### src/rtl/bus_master_arbiter.sv
// Two-requester arbiter/sequencer for the shared register bus: one transaction at a time.
// Build option: define BUS_ARB_FIXED_PRIO_EN for fixed m0-first priority (default is round-robin).
module bus_master_arbiter #(
  parameter int AW     = 16,
  parameter int DW     = 16,
  parameter int RD_LAT = 1
) (
  input  logic          clk,
  input  logic          rst_n,
  input  logic          m0_req,
  input  logic          m0_op,
  input  logic [AW-1:0] m0_addr,
  input  logic [DW-1:0] m0_wdata,
  output logic          m0_gnt,
  output logic          m0_rsp_valid,
  output logic [DW-1:0] m0_rdata,
  input  logic          m1_req,
  input  logic          m1_op,
  input  logic [AW-1:0] m1_addr,
  input  logic [DW-1:0] m1_wdata,
  output logic          m1_gnt,
  output logic          m1_rsp_valid,
  output logic [DW-1:0] m1_rdata,
  output logic          bus_cmd_valid,
  output logic          bus_op,
  output logic [AW-1:0] bus_addr,
  output logic [DW-1:0] bus_wr_data,
  input  logic [DW-1:0] bus_rd_data
);

  localparam int LCW = (RD_LAT > 1) ? $clog2(RD_LAT) : 1;

  typedef enum logic [1:0] {S_IDLE, S_CMD, S_WAIT, S_RSP} state_t;

  state_t         r_state, w_next;
  logic           r_owner;
  logic [LCW-1:0] r_lat_cnt;
  logic           w_any_req;
  logic           w_winner;
  logic           w_take;
  logic           w_owner_nxt;
  logic           w_cmd_valid, w_op;
  logic [AW-1:0]  w_addr;
  logic [DW-1:0]  w_wdata;
  logic           w_m0_gnt, w_m1_gnt, w_m0_rsp, w_m1_rsp;
  logic [DW-1:0]  w_m0_rdata, w_m1_rdata;

  assign w_any_req = m0_req | m1_req;
  assign w_take    = (r_state == S_IDLE) && w_any_req;

`ifdef BUS_ARB_FIXED_PRIO_EN
  assign w_winner = ~m0_req;
`else
  logic r_rr_ptr;

  always_comb begin
    if (m0_req && m1_req) w_winner = r_rr_ptr;
    else                  w_winner = ~m0_req;
  end

  always_ff @(posedge clk) begin
    if (!rst_n)      r_rr_ptr <= 1'b0;
    else if (w_take) r_rr_ptr <= ~w_winner;
  end
`endif

  always_ff @(posedge clk) begin
    if (!rst_n) r_state <= S_IDLE;
    else        r_state <= w_next;
  end

  always_comb begin
    w_next = r_state;
    case (r_state)
      S_IDLE:  if (w_any_req) w_next = S_CMD;
      S_CMD:   w_next = bus_op ? S_RSP : S_WAIT;
      S_WAIT:  if (r_lat_cnt == '0) w_next = S_RSP;
      S_RSP:   w_next = S_IDLE;
      default: w_next = S_IDLE;
    endcase
  end

  // Outputs are computed from the next state so that their registered copies line up with the state.
  always_comb begin
    w_owner_nxt = w_take ? w_winner : r_owner;
    w_op        = bus_op;
    w_addr      = bus_addr;
    w_wdata     = bus_wr_data;
    if (w_take) begin
      w_op    = w_winner ? m1_op    : m0_op;
      w_addr  = w_winner ? m1_addr  : m0_addr;
      w_wdata = w_winner ? m1_wdata : m0_wdata;
    end
    w_cmd_valid = (w_next == S_CMD);
    w_m0_gnt    = w_cmd_valid && !w_owner_nxt;
    w_m1_gnt    = w_cmd_valid &&  w_owner_nxt;
    w_m0_rsp    = (w_next == S_RSP) && !w_owner_nxt;
    w_m1_rsp    = (w_next == S_RSP) &&  w_owner_nxt;
    w_m0_rdata  = '0;
    w_m1_rdata  = '0;
    if ((w_next == S_RSP) && (r_state == S_WAIT)) begin
      if (r_owner) w_m1_rdata = bus_rd_data;
      else         w_m0_rdata = bus_rd_data;
    end
  end

  always_ff @(posedge clk) begin
    if (!rst_n) begin
      r_owner       <= 1'b0;
      r_lat_cnt     <= '0;
      bus_cmd_valid <= 1'b0;
      bus_op        <= 1'b0;
      bus_addr      <= '0;
      bus_wr_data   <= '0;
      m0_gnt        <= 1'b0;
      m1_gnt        <= 1'b0;
      m0_rsp_valid  <= 1'b0;
      m1_rsp_valid  <= 1'b0;
      m0_rdata      <= '0;
      m1_rdata      <= '0;
    end else begin
      r_owner       <= w_owner_nxt;
      if (r_state == S_CMD)                          r_lat_cnt <= LCW'(RD_LAT - 1);
      else if (r_state == S_WAIT && r_lat_cnt != '0) r_lat_cnt <= r_lat_cnt - 1'b1;
      bus_cmd_valid <= w_cmd_valid;
      bus_op        <= w_op;
      bus_addr      <= w_addr;
      bus_wr_data   <= w_wdata;
      m0_gnt        <= w_m0_gnt;
      m1_gnt        <= w_m1_gnt;
      m0_rsp_valid  <= w_m0_rsp;
      m1_rsp_valid  <= w_m1_rsp;
      m0_rdata      <= w_m0_rdata;
      m1_rdata      <= w_m1_rdata;
    end
  end

endmodule

### config.mk
export PLATFORM = sky130hd
export DESIGN_NAME = bus_master_arbiter
export DESIGN_NICKNAME = d
export VERILOG_FILES = /design/src/rtl/bus_master_arbiter.sv
export SDC_FILE = /design/constraint.sdc
export NUM_CORES = 1
export LEC_CHECK = 0
export ABC_AREA = 1
export CAP_MARGIN = 20
export CORE_AREA = 3 3 103 105
export DETAILED_ROUTE_END_ITERATION = 10
export DIE_AREA = 0 0 106 108
export HOLD_SLACK_MARGIN = 0.12
export PLACE_DENSITY = 0.68
export SYNTH_ARGS = -nofsm -noshare
export SYNTH_HDL_FRONTEND = slang
export SYNTH_SLANG_ARGS = --single-unit
### constraint.sdc
create_clock -name clk -period 1.5 [get_ports clk]
set_input_delay 0.225 -clock clk [delete_from_list [all_inputs] [get_ports clk]]
set_output_delay 0.225 -clock clk [all_outputs]
set_load 0.05 [all_outputs]
* After elaboration in Yosys (flattened, before gate mapping)
Cells that the tools add are included.
** Cells by class
- Add/subtract/negate cells :: 1
- Equal/unequal tests :: 5
- Muxes and demuxes :: 9
- Bitwise logic cells :: 5
- Reduce and logical (&&, ||, !) cells :: 13
** Operator list (number)
- $mux 16 :: 2
- $logic_and 1x1->1 :: 8
- $pmux 2 s4 :: 1
- $eq 2x2->1 const B :: 3
- $eq 2x1->1 const B :: 2
- $mux 1 :: 4
- $mux 2 :: 2
- $not 1->1 :: 4
- $reduce_and 3->1 :: 1
- $reduce_or 3->1 :: 1
- $logic_not 2->1 :: 1
- $reduce_or 2->1 :: 1
- $logic_not 1->1 :: 1
- $or 1x1->1 :: 1
- $sub 1x1->1 const B :: 1
** Word-level totals
- Register bits after elaboration :: 75
- Input bits :: 86
- Output and inout bits :: 70
- Logic and storage cells :: 47

* Logic depth before layout (Yosys ltp)
- Depth after elaboration :: 7
- Mapped depth :: 8
- Depth with buffers taken out :: 8

* Least setup slack after synthesis
OpenSTA, ideal clock, no wires.
- Kind :: register to register
- Start :: register r_state[0]
- End :: register m0_rdata[10]
- Setup time :: 64 ps
- Arrival time :: 1357 ps
- Required time :: 1436 ps
- Slack :: 79 ps
- Cell stages (with the launch flop) :: 8
- Buffers on the path :: 1
- Period minus slack after synthesis :: 1421 ps
- Cells stage by stage :: dfxtp_1 -> inv_1 -> ha_1 -> nand2_1 -> nor2_2 -> nand4_4 -> buf_6 -> nor2_1
** Between the ends
- Longest elaborated chain between the ends :: 6
- Elaborated cells on any way between the ends :: 11
- Classes of those cells :: 4 x eq/ne; 3 x mux; 1 x bitwise; 3 x reduce/logical
** RTL lines
- start: declaration :: line 35 : state_t r_state, w_next;
- start signal: assignment :: line 69 : else r_state <= w_next;
- $eq 2x2->1 (tied with other cells) :: line 74 : case (r_state)
- $pmux 2 s4 * :: line 74
- net w_next[1] :: line 35
- $eq 2x2->1 * :: line 101 : if ((w_next == S_RSP) && (r_state == S_WAIT)) begin
- $logic_and 1x1->1 * :: line 101
- $not 1->1 (no line) *
- $reduce_or 3->1 (no line) *
- end signal: assignment :: line 133 : m0_rdata <= w_m0_rdata;
- end: declaration :: line 16 : output logic [DW-1:0] m0_rdata,
The timed path passes the listed nets; every way through them passes the cells marked *.
A chain may end at the register's enable or synchronous reset.

* Worst setup path after layout
- Start :: register r_state[1]
- End :: register m0_rdata[14]
** Between the ends
- Longest elaborated chain between the ends :: 6
- Elaborated cells on any way between the ends :: 11
- Classes of those cells :: 4 x eq/ne; 3 x mux; 1 x bitwise; 3 x reduce/logical
** RTL lines (line)
- $eq 2x2->1 (tied with other cells) :: 74
- $pmux 2 s4 * :: 74
- net w_next[1] :: 35
- $eq 2x2->1 * :: 101
- $logic_and 1x1->1 * :: 101
- $not 1->1 (no line) *
- $reduce_or 3->1 (no line) *
Marks and branches as above.

==> summary.md <==
| Metric | Value |
|---|---|
| Status | `complete, no violations` |
| Leading area contributor after synthesis | `dfxtp_1` |
| Worst vdd ir | `752 uV` |
| Worst r2r src | `r_state[1]` |
| Synth Instances | `391` |
| Pre-CTS setup slack | `-174 ps` |
| Mapped Area | `2920 um^2` |
| Layout cell share with drive strength beyond 1 | `21.6%` |
| Leak | `0.00230 uW` |
| Max clock buf depth | `2` |
| Final Instance Area | `4860 um^2` |
| Pwr dens | `1570 nW/um^2` |
| Fmax | `691 MHz` |
| Seq/Total Area, Yosys | `51.4%` |
| DR iter-0 viols | `122` |
| Final Max Slew Viols | `0` |
| CP startpoint | `r_state[1]` |
| CP Depth | `7` |
| Syn_nets | `481` |
| Synth-to-layout area growth | `66.3%` |
| Psw | `3080 uW` |
| Initial Util | `30.0%` |
| Synth warn | `0` |
| CTS clock-pin slew for the worst setup and hold paths | `80 ps` |
| Syn avg cell area | `7.48 um^2` |
| GPL Wtd Cong | `0.720` |
| Crit-path max FO | `8` |
| Buf/Inv on CP | `2` |
| # IOs | `156` |
| Initial antenna violation count | `0` |
| Fin worst setup slack | `53.0 ps` |
| Largest net degree at the start of global routing | `35` |
| Period Utilization, post-route | `96.5%` |
| Gr usage total | `15.5%` |
| Die height | `108 um` |
| Number of global-route vias before repair | `2,944` |
| Hold Startpoint | `bus_rd_data[15]` |
| Setup violations, final | `0` |
| Via count | `2,978` |
| Worst Tran Pin Value | `346 ps` |
| FP Rows | `36` |
| Power share of the clock group | `21.9%` |
| Critical-path top delay cell | `dfxtp_1` |
| Fin nets | `647` |
| Clk sinks | `75` |
| Max incr delay on CP | `360 ps` |
| Global-route wire length before repair | `14,200 um` |
| TritonCTS Buffers | `9` |
| Synth unique cells | `19` |
| Critical Path AT | `1730 ps` |
| Dominant cells by area after synthesis | `dfxtp_1 (51%), nand2_1 (18%), nand3_1 (6.2%)` |
| Fillers | `997` |
| Clock Latency Late Sink | `340 ps` |
| CP required | `1780 ps` |
| Die area | `11,400 um^2` |
| Reg2Reg Depth | `7` |
| Non-Filler Instances | `694` |
| CP Cell Sequence | `inv_2 -> ha_4 -> nand2_2 -> nor2_4 -> nand4_4 -> clkbuf_16 -> nor2_1` |
| CTS tree | `yes` |
| Fin Hold WS | `423 ps` |
| Inserted Diodes | `0` |
| Final Hold Viols | `0` |
| Wire per inst | `13.1 um` |
| Worst Clk Skew | `11.3 ps` |
| Core Area | `9730 um^2` |
| Worst slew margin | `76.9%` |
| Total of max-cap violations | `0` |
| CP Launch Type | `register` |
| Combinational share of power | `45.5%` |
| Commonest non-fill, non-tap cell in the layout | `nand2_1` |
| HP Class | `in2reg` |
| Drt drc | `0` |
| Crit Path Class | `reg2reg` |
| IO buf count | `155` |
| Synth top area share | `51.4%` |
| Internal Power | `4530 uW` |
| Sw Share | `40.5%` |
| Hold buffers post-CTS | `0` |
| Cells after DPL | `676` |
| H-tree Lvls | `3` |
| Worst Setup End Kind | `register` |
| Pre-antenna DRT Iters | `5` |
| Clk root buf | `clkbuf_8` |
| Min-Delay Path Depth | `3` |
| Final min period | `1450 ps` |
| Worst path top cell family by delay | `simple AND/OR/NAND/NOR gates` |
| Via-per-instance ratio | `4.29` |
| DP Area | `4550 um^2` |
| Die W | `106 um` |
| Final ANT Viol Nets | `0` |
| Util after Layout | `50.0%` |
| Total gr overflow | `0` |
| Routed WL | `9060 um` |
| Synth Register Bits | `75` |
| Detailed placer's ending HPWL | `6790 um` |
| Sequential power share | `32.6%` |
| Most frequent cells in the layout | `nand2_1 (141), clkdlybuf4s50_1 (85), buf_4 (80)` |
[kinds of logic after synthesis]
group | count (synthesis) | synth area share, %
compound gates | 36 | 6.55
fa+ha+maj | 4 | 1.71
buf+inv | 49 | 7.83
flops | 75 | 51.4
simple gates | 227 | 32.5
[cell usage after synthesis, drive strengths merged]
cell,count
clkbuf,7
nand2,146
a21oi,35
buf,14
ha,4
nand4,3
nand3,36
nor2,41
nor3,1
clkinv,1
dfxtp,75
o21ai,1
inv,27
[stage by stage]
stage,power [uW],setup TNS [ps]
floorplan,4640,0
global placement,5810,-7610
detailed placement,5870,-9830
CTS,7550,0
global route,8080,-438
finish,7610,0
[timing repair]
action,in CTS,in global routing
gates resized for setup,0,10
gates cloned,0,1
hold endpoints to repair,0,0
endpoints found under the setup margin,32,66
pin swaps,2,2
buffers inserted,2,0
[worst min-delay path: cells and delay by family]
family                 cells  cell delay (ps)
buffers and inverters      2              460
and+or+nand+nor            1               40
[cell type report]
cell class                      instances  area [um^2]  area share, %
Timing Repair Buffer                  176         1660           34.1
Sequential cell                        75         1500           30.9
Multi-Input combinational cell        267         1220           25.0
Tap cell                              133          166           3.42
Clock buffer                            9          124           2.55
Inverter                               28          105           2.16
Clock inverter                          6         87.6           1.80
[power groups by stage]
stage / logic [uW] / clock network, uW / registers (uW)
floorplan: 1190 / 0 / 3460
global placement: 3300 / 0 / 2510
finish: 3460 / 1670 / 2480
detailed placement: 3350 / 0 / 2520
CTS: 3360 / 1710 / 2480
global route: 3760 / 1800 / 2520
[routing by layer]
layer | routed length, um | part of all wire [%] | vias to the layer above | GRT usage (%)
met5 | 0 | 0 | - | 0
met3 | 381 | 4.2 | 10 | 2.93
li1 | - | - | 1543 | -
met4 | 138 | 1.5 | 0 | 5.74
met2 | 4770 | 53 | 69 | 28.3
met1 | 3770 | 42 | 1356 | 18.0
[path summary, 6_finish.rpt]
check / endpoint / slack (ps)
setup / recovery: m0_rdata[14] / 50
hold / removal: m0_rdata[15] / 420
setup reg to reg: m0_rdata[14] / 50
hold reg to reg: r_lat_cnt / 460
[registers in the layout, summed over array words and instances, names as in the netlist, 2 cells and up]
register	flops
bus_addr	16
bus_wr_data	16
m0_rdata	16
m1_rdata	16
r_state	2
No activity file was read; power rests on OpenSTA's default activity.
